--- src/rtl/rom_loader.sv ---
// ROM download loader: splits a framed byte stream into SDRAM words,
// BRAM bytes and a board configuration byte.
module rom_loader #(
  parameter int SDR_AW  = 25,
  parameter int BRAM_AW = 20
) (
  input  logic               clk,
  input  logic               reset_n,
  input  logic               ioctl_download,
  input  logic               ioctl_wr,
  input  logic [7:0]         ioctl_data,
  output logic               ioctl_wait,
  output logic [SDR_AW-1:0]  sdr_addr,
  output logic [15:0]        sdr_data,
  output logic               sdr_req,
  input  logic               sdr_ack,
  output logic [BRAM_AW-1:0] bram_addr,
  output logic [7:0]         bram_data,
  output logic [1:0]         bram_cs,
  output logic               bram_wr,
  output logic [7:0]         board_cfg,
  output logic               load_done,
  output logic               load_err
);

  typedef enum logic [2:0] {
    IDLE, LEN, DATA, SDR_WAIT, CFG, DONE
  } state_t;

  state_t               state_q, state_d;
  logic                 dl_q;
  logic [2:0]           region_q, region_d;
  logic [1:0]           cnt_q, cnt_d;
  logic [31:0]          len_q, len_d;
  logic [SDR_AW-1:0]    off_q, off_d;
  logic [SDR_AW-1:0]    sdr_addr_q, sdr_addr_d;
  logic [15:0]          sdr_data_q, sdr_data_d;
  logic                 sdr_req_q, sdr_req_d;
  logic [BRAM_AW-1:0]   bram_addr_q, bram_addr_d;
  logic [7:0]           bram_data_q, bram_data_d;
  logic [1:0]           bram_cs_q, bram_cs_d;
  logic                 bram_wr_q, bram_wr_d;
  logic [7:0]           cfg_q, cfg_d;
  logic                 done_q, done_d;
  logic                 err_q, err_d;

  logic                 rise, fall, acc, last, at_end, is_bram;
  logic                 adv, issue;
  logic [SDR_AW-1:0]    off_inc, base, woff;

  assign ioctl_wait = (state_q == SDR_WAIT);
  assign sdr_addr   = sdr_addr_q;
  assign sdr_data   = sdr_data_q;
  assign sdr_req    = sdr_req_q;
  assign bram_addr  = bram_addr_q;
  assign bram_data  = bram_data_q;
  assign bram_cs    = bram_cs_q;
  assign bram_wr    = bram_wr_q;
  assign board_cfg  = cfg_q;
  assign load_done  = done_q;
  assign load_err   = err_q;

  assign rise    = ioctl_download & ~dl_q;
  assign fall    = ~ioctl_download & dl_q;
  assign acc     = ioctl_wr & ~ioctl_wait;
  assign off_inc = off_q + 1'b1;
  assign last    = (32'(off_inc) == len_q);
  assign at_end  = (32'(off_q) == len_q);
  assign is_bram = (region_q >= 3'd4);

  // Region base address and word offset, with sprite bit swizzle
  always_comb begin
    base = '0;
    woff = {off_q[SDR_AW-1:1], 1'b0};
    unique case (region_q)
      3'd1: begin
        base = SDR_AW'(32'h100000);
        woff = {off_q[SDR_AW-1:6], off_q[4:1], off_q[5], 1'b0};
      end
      3'd2:    base = SDR_AW'(32'h200000);
      3'd3:    base = SDR_AW'(32'h300000);
      default: base = '0;
    endcase
  end

  // Next-state and output logic for the stream parser
  always_comb begin
    state_d     = state_q;
    region_d    = region_q;
    cnt_d       = cnt_q;
    len_d       = len_q;
    off_d       = off_q;
    sdr_addr_d  = sdr_addr_q;
    sdr_data_d  = sdr_data_q;
    sdr_req_d   = sdr_req_q & ~sdr_ack;
    bram_addr_d = bram_addr_q;
    bram_data_d = bram_data_q;
    bram_cs_d   = bram_cs_q;
    bram_wr_d   = 1'b0;
    cfg_d       = cfg_q;
    done_d      = done_q;
    err_d       = err_q;
    adv         = 1'b0;
    issue       = 1'b0;
    case (state_q)
      IDLE, DONE: begin
        if (rise) begin
          state_d  = LEN;
          region_d = '0;
          cnt_d    = '0;
          len_d    = '0;
          off_d    = '0;
          done_d   = 1'b0;
          err_d    = 1'b0;
        end
      end
      LEN: begin
        if (acc) begin
          len_d = {len_q[23:0], ioctl_data};
          cnt_d = cnt_q + 2'd1;
          if (cnt_q == 2'd3) begin
            off_d = '0;
            if ({len_q[23:0], ioctl_data} == 32'd0) adv = 1'b1;
            else state_d = DATA;
          end
        end
      end
      DATA: begin
        if (acc) begin
          off_d = off_inc;
          if (is_bram) begin
            bram_wr_d   = 1'b1;
            bram_addr_d = off_q[BRAM_AW-1:0];
            bram_data_d = ioctl_data;
            bram_cs_d   = (region_q == 3'd5) ? 2'b10 : 2'b01;
            adv         = last;
          end else if (!off_q[0]) begin
            sdr_data_d[7:0] = ioctl_data;
            if (last) begin
              sdr_data_d[15:8] = 8'h00;
              issue = 1'b1;
            end
          end else begin
            sdr_data_d[15:8] = ioctl_data;
            issue = 1'b1;
          end
        end
      end
      SDR_WAIT: begin
        if (sdr_req_q && sdr_ack) begin
          if (at_end) adv = 1'b1;
          else state_d = DATA;
        end
      end
      CFG: begin
        if (acc) begin
          cfg_d   = ioctl_data;
          done_d  = 1'b1;
          state_d = DONE;
        end
      end
      default: state_d = IDLE;
    endcase
    if (issue) begin
      sdr_addr_d = base + woff;
      sdr_req_d  = 1'b1;
      state_d    = SDR_WAIT;
    end
    if (adv) begin
      cnt_d = '0;
      len_d = '0;
      off_d = '0;
      if (region_q == 3'd5) begin
        state_d = CFG;
      end else begin
        region_d = region_q + 3'd1;
        state_d  = LEN;
      end
    end
    if (fall && (state_q == LEN || state_q == DATA ||
                 state_q == SDR_WAIT)) begin
      state_d   = IDLE;
      err_d     = 1'b1;
      sdr_req_d = sdr_req_q & ~sdr_ack;
    end
  end

  // State and output registers
  always_ff @(posedge clk or negedge reset_n) begin
    if (!reset_n) begin
      state_q     <= IDLE;
      dl_q        <= 1'b0;
      region_q    <= '0;
      cnt_q       <= '0;
      len_q       <= '0;
      off_q       <= '0;
      sdr_addr_q  <= '0;
      sdr_data_q  <= '0;
      sdr_req_q   <= 1'b0;
      bram_addr_q <= '0;
      bram_data_q <= '0;
      bram_cs_q   <= '0;
      bram_wr_q   <= 1'b0;
      cfg_q       <= '0;
      done_q      <= 1'b0;
      err_q       <= 1'b0;
    end else begin
      state_q     <= state_d;
      dl_q        <= ioctl_download;
      region_q    <= region_d;
      cnt_q       <= cnt_d;
      len_q       <= len_d;
      off_q       <= off_d;
      sdr_addr_q  <= sdr_addr_d;
      sdr_data_q  <= sdr_data_d;
      sdr_req_q   <= sdr_req_d;
      bram_addr_q <= bram_addr_d;
      bram_data_q <= bram_data_d;
      bram_cs_q   <= bram_cs_d;
      bram_wr_q   <= bram_wr_d;
      cfg_q       <= cfg_d;
      done_q      <= done_d;
      err_q       <= err_d;
    end
  end

endmodule

--- config.mk ---
export PLATFORM = sky130hd
export DESIGN_NAME = rom_loader
export DESIGN_NICKNAME = d
export VERILOG_FILES = /design/src/rtl/rom_loader.sv
export SDC_FILE = /design/constraint.sdc
export NUM_CORES = 1
export LEC_CHECK = 0
export CAP_MARGIN = 20
export CORE_MARGIN = 5
export CORE_UTILIZATION = 45
export CTS_CLUSTER_DIAMETER = 120
export DETAILED_ROUTE_END_ITERATION = 12
export DONT_BUFFER_PORTS = 1
export PLACE_DENSITY_LB_ADDON = 0.05
export SLEW_MARGIN = 10
export SYNTH_ARGS = -nofsm -noshare
export SYNTH_HDL_FRONTEND = slang
export SYNTH_SLANG_ARGS = --single-unit
export TNS_END_PERCENT = 50
--- constraint.sdc ---
create_clock -name clk -period 9.6 [get_ports clk]
set_clock_uncertainty 0.05 [all_clocks]
set_input_delay 1.44 -clock clk [delete_from_list [all_inputs] [get_ports clk]]
set_output_delay 1.44 -clock clk [all_outputs]
set_load 0.05 [all_outputs]
Yosys cells after proc, flatten, opt, wreduce, memory -nomap -nowiden
Cells that the tools add are included.
- bits of input ports: 13
- bits in registers: 149
- logic and storage cells: 138
- output and inout port bits: 84
- $add $sub $neg: 4
- order comparisons: 1
- equal/unequal tests: 26
- bitwise gates (word level): 10
- mux-type cells: 58
- reductions and logical operators: 22
- operator list (kind ; number):
    two-way mux 25 bit ; 5
    two-way mux 32 bit ; 3
    one-hot mux 25 bit (3 select lines) ; 1
    one-hot mux 22 bit (3 select lines) ; 1
    equality test 25 x 32 -> 1 bit ; 2
    one-hot mux 32 bit (2 select lines) ; 1
    two-way mux 3 bit ; 15
    zero test 32 bit ; 1
    adder 22 x 25 -> 25 bit ; 1
    adder 25 x 1 -> 25 bit (second input constant) ; 1
    two-way mux 1 bit ; 21
    two-way mux 8 bit ; 2
    inequality test 5 x 4 -> 1 bit (second input constant) ; 3
    one-hot mux 3 bit (5 select lines) ; 1
    equality test 3 x 2 -> 1 bit (second input constant) ; 4
    inequality test 3 bit (second input constant) ; 4
    inequality test 5 bit (second input constant) ; 2
    equality test 3 bit (second input constant) ; 3
    AND reduction 3 bit ; 3
    two-way mux 2 bit ; 4
    AND reduction 4 bit ; 2
    AND reduction 8 bit ; 1
    nonzero test 2 bit ; 4
    equality test 3 x 1 -> 1 bit (second input constant) ; 2
    22 further kinds ; 34

Logic depth before layout (Yosys ltp)
- word-level depth: 10
- depth in mapped cells: 13
- depth with buffers taken out: 10

Worst setup path before layout
No wires, ideal clock.
- path kind: input to register
- start point: input port ioctl_data[5]
- end point: register len_q[7]
- buffers on the path: 2
- arrival time: 3517 ps
- library setup time: 121 ps
- required time: 9429 ps
- slack: 5912 ps
- stages: 11
- cells stage by stage: nor4_1 > nand4_1 > nor4_1 > o21ai_0 > or2_2 > nor4_2 > nor2_1 > and3_1 > buf_2 > buf_6 > a22o_1
- cells in the longest elaborated chain, start to end: 7
- elaborated cells on any way between the ends: 10
- those cells by class: eq/ne (2); mux (5); reduce/logical (3)
- RTL lines (what ; line ; source):
    start: declaration ; 11 ; input logic [7:0] ioctl_data,
    zero test 32 bit * ; 123 ; if ({len_q[23:0], ioctl_data} == 32'd0) adv = 1'b1;
    two-way mux 1 bit * ; 123 ;
    two-way mux 1 bit * ; 121 ; if (cnt_q == 2'd3) begin
    two-way mux 1 bit * ; 118 ; if (acc) begin
    one-hot mux 1 bit (3 select lines) * ; 105 ; case (state_q)
    inequality test 3 bit (no source line) or nonzero test 3 bit (tied branches) ; -- ;
    AND reduction 3 bit (no source line) ; -- ;
    end signal: assignment ; 212 ; len_q <= len_d;
    end: declaration ; 34 ; logic [31:0] len_q, len_d;
Every way passes the cells marked *; elsewhere a longest branch is shown, timed or not.
A chain may end at the register's enable or synchronous reset.

Worst setup path after layout
- start point: register off_q[10]
- end point: register off_q[10]
- cells in the longest elaborated chain, start to end: 7
- elaborated cells on any way between the ends: 17
- those cells by class: add/sub (1); eq/ne (6); mux (8); reduce/logical (2)
- RTL lines (what ; line ; source):
    start: declaration ; 35 ; logic [SDR_AW-1:0] off_q, off_d;
    start signal: assignment ; 196 ; off_q <= '0;
    start signal: assignment ; 213 ; off_q <= off_d;
    adder 25 x 1 -> 25 bit ; 66 ; assign off_inc = off_q + 1'b1;
    equality test 25 x 32 -> 1 bit ; 67 ; assign last = (32'(off_inc) == len_q);
    two-way mux 1 bit ; 131 ; if (is_bram) begin
    two-way mux 1 bit ; 129 ; if (acc) begin
    one-hot mux 1 bit (3 select lines) ; 105 ;
    inequality test 3 bit (no source line) or nonzero test 4 bit (tied branches) ; -- ;
    AND reduction 5 bit (no source line) ; -- ;
Several ways; a longest one is shown, not always the timed one. The select of a mux whose other input is x is not followed.

==> results.toml <==
[critical_path]
cp.required_ns = 9.81
path_delay_family = "simple AND/OR/NAND/NOR gates"
worstSetupPathType = "reg2reg"
r2r-start = "off_q[10]"
path_buf_inv = 0
path_max_fanout = 25
crit_start = "off_q[10]"
path_common_cell = "or4_4"
slowest_stage = "dfrtp_1"
max_stage_delay_ns = 0.65
end_kind = "register"
cp.arrival_ns = 4.75
path_cells = "nand4_4 > or4_4 > or4_4 > xnor2_1 > nand4_1 > nor4_4 > a31oi_4 > nand2_1 > o311ai_0"
startpoint_type = "register"

[routing]
dr_wl_met2_mm = 9.72
wirelength_mm = 20.9
wl_met3_mm = 1.06
highest_layer = "met4"
drtIter0Drc = 544
drt.antenna.violating_nets = 0
wl_per_cell_um = 21.5
vias_per_cell = 6.00
drcViolationCount = 0
wl_met1_mm = 9.76
firstDrtPassIters = 5
dr_total_vias = 5830

[synth]
synth_common_cells = "dfrtp_1 (148), nand2_1 (136), a22o_1 (50)"
synth_top_area_cell = "dfrtp_1"
ys.flop_type = "dfrtp_1"
synth_cells = 772
ys_warn_count = 0
ys_seq_area_share_pct = 48.7
syn_avg_cell_area_um2 = 9.85
netlist_area_um2 = 7600
yosys-top-cells-area = "dfrtp_1 (49%), nand2_1 (6.7%), a22o_1 (5.8%)"
synth_cell_types = 69
yosysMostFrequentCell = "dfrtp_1"
async_flop_share_pct = 100
synth_edf_count = 0
synth-seq-cells = 148
synth_top_area_share_pct = 48.7
synth_nets = 795

[power_and_ir_drop]
clockPowerShare_pct = 27.3
p_per_area_nw_per_um2 = 276
combinationalPowerShare_pct = 27.6
power.internal_w = 0.00130
peakVddDrop_mv = 0.185
switchingPower_w = 0.000958
switching_share_pct = 42.4
p_leak_nw = 3.68
power_frac_seq_pct = 45.1

[final_layout]
n_antenna_cell = 0
post-route-util_pct = 49.4
final_nets = 762
fill_cells = 1550
drive_above_1_share_pct = 9.99
area_growth_pct = 7.80
final_area_um2 = 8200

[cts]
cts-resized-gates = 0
cts_root_buf = "clkbuf_16"
postCtsHoldBufs = 0
numCtsBuffers = 17
cts-htree-levels = 4
cts_sinks = 148
cts_buffer_depth = 2
postCtsSetupRepairBufs = 0
cts_tree = "built"
clock_latency_ns = 0.42
clk_pin_slew_ns = 0.06

[placement]
gp_congestion = 0.926
dp_slack_ns = 5.03
hpwl_mm = 14.7
place_area_um2 = 7630
portBuffers = 0

[sta]
fmax_mhz = 220
tightestPinTransition_ns = 1.01
layout_min_cycle_time_ns = 4.54
tns_ns = 0
slew_headroom_pct = 33.0
fin_crit_sh_pct = 47.3
holdWs_ns = 0.442
hold_viol = 0
layout_setup_ws_ns = 5.06
setup_violations = 0
report.final.slew_viol_count = 0
rsz0062_at_grt = "false"

[grt]
grt_pass1_vias = 5727
grt_pass1_wl_mm = 33.8
grt_max_degree = 149
track_usage_pct = 21.8
overflow = 0
antenna_found_initial = 0

[floorplan]
core_region_area_um2 = 16600
die_h_um = 140
num_io_pins = 97
die_area_um2 = 19600
dieWidth_um = 140
start_util_pct = 45.9
rows = 47

[min_path]
min-delay-start = "len_q[26]"
hold_path_class = "reg2reg"

[run_status]
status = "finished, final reports clean"

[run]
cap_violations = 0
==> worst register-to-register path: cells and delay by family (launching register included) <==
family	cells	cell delay [ns]
AND/OR/NAND/NOR	6	2.86
flip-flops	1	0.65
AO/OA/AOI/OAI	2	0.62
XOR/XNOR	1	0.21
==> power groups by stage <==
stage / Clock [W] / Sequential, W / Combinational (W)
global placement: 0 / 0.00103 / 0.000619
CTS: 0.000633 / 0.00102 / 0.000620
finish: 0.000617 / 0.00102 / 0.000623
detailed placement: 0 / 0.00103 / 0.000618
global route: 0.000664 / 0.00103 / 0.000693
floorplan: 0 / 0.000968 / 0.000504
==> per-stage QoR <==
stage | instances | total power (W)
floorplan | 772 | 0.00147
global placement | 938 | 0.00165
detailed placement | 938 | 0.00165
CTS | 969 | 0.00227
global route | 971 | 0.00239
finish | 971 | 0.00226
==> registers in the layout, indices dropped and copies added (netlist names) <==
signal and cells:
board_cfg 8, sdr_addr 24, off_q 25, load_err 1
bram_data 8, region_q 3, sdr_req 1, state_q 3
bram_addr 20, bram_wr 1, bram_cs 2, dl_q 1
len_q 32, load_done 1, cnt_q 2, sdr_data 16
==> cell families (layout without fill, tap and decap cells) <==
group / count (synthesis) / in the layout / synth area share [%]
other: 1 / 1 / 0.0493
flip-flops: 148 / 148 / 48.7
XOR/XNOR: 40 / 40 / 4.61
AO/OA/AOI/OAI: 161 / 161 / 15.7
AND/OR/NAND/NOR: 302 / 302 / 19.7
multiplexers: 32 / 32 / 4.67
buffers and inverters: 78 / 57 / 4.82
adder cells (fa/ha/maj): 10 / 10 / 1.74
==> metal layers <==
metal	track usage, %	up-vias
li1	-	2716
met1	31.0	2913
met5	0	-
met4	5.76	0
met3	5.15	29
met2	33.7	172
==> layout make-up <==
class,instances,area [um^2],share of cell area [%]
clock buffer,17,425,5.19
inverter,20,75.1,0.916
sequential,148,3700,45.2
multi-input combinational,546,3550,43.3
timing repair buffer,6,50.0,0.611
clock inverter,14,121,1.48
tap,220,275,3.36
==> cell usage in the layout (no fill, tap or decap), types with 5 or more instances in the layout <==
cell / count
dfrtp_1: 148
nand2_1: 136
a22o_1: 50
o21ai_0: 40
xnor2_1: 34
nor2_1: 32
nand3_1: 29
mux2_2: 23
nand4_1: 22
inv_1: 19
nor4_1: 18
clkbuf_16: 17
a21oi_1: 13
nor3_1: 13
ha_1: 9
a21o_1: 8
and3_1: 7
o311ai_0: 7
or3_1: 6
xor2_1: 6
o22ai_1: 6
nand2b_1: 5
mux2_1: 5
clkinv_4: 5
==> path summary, 6_finish.rpt <==
kind	endpoint	slack (ns)	depth (start not counted)
max	off_q[10]	5.06	9
min	len_q[26]	0.44	1
max reg2reg	off_q[10]	5.06	9
min reg2reg	len_q[26]	0.44	1
max in group asynchronous	len_q[24]	8.64	0
min in group asynchronous	sdr_addr[9]	0.66	0
No activity file was read; power rests on OpenSTA's default activity.
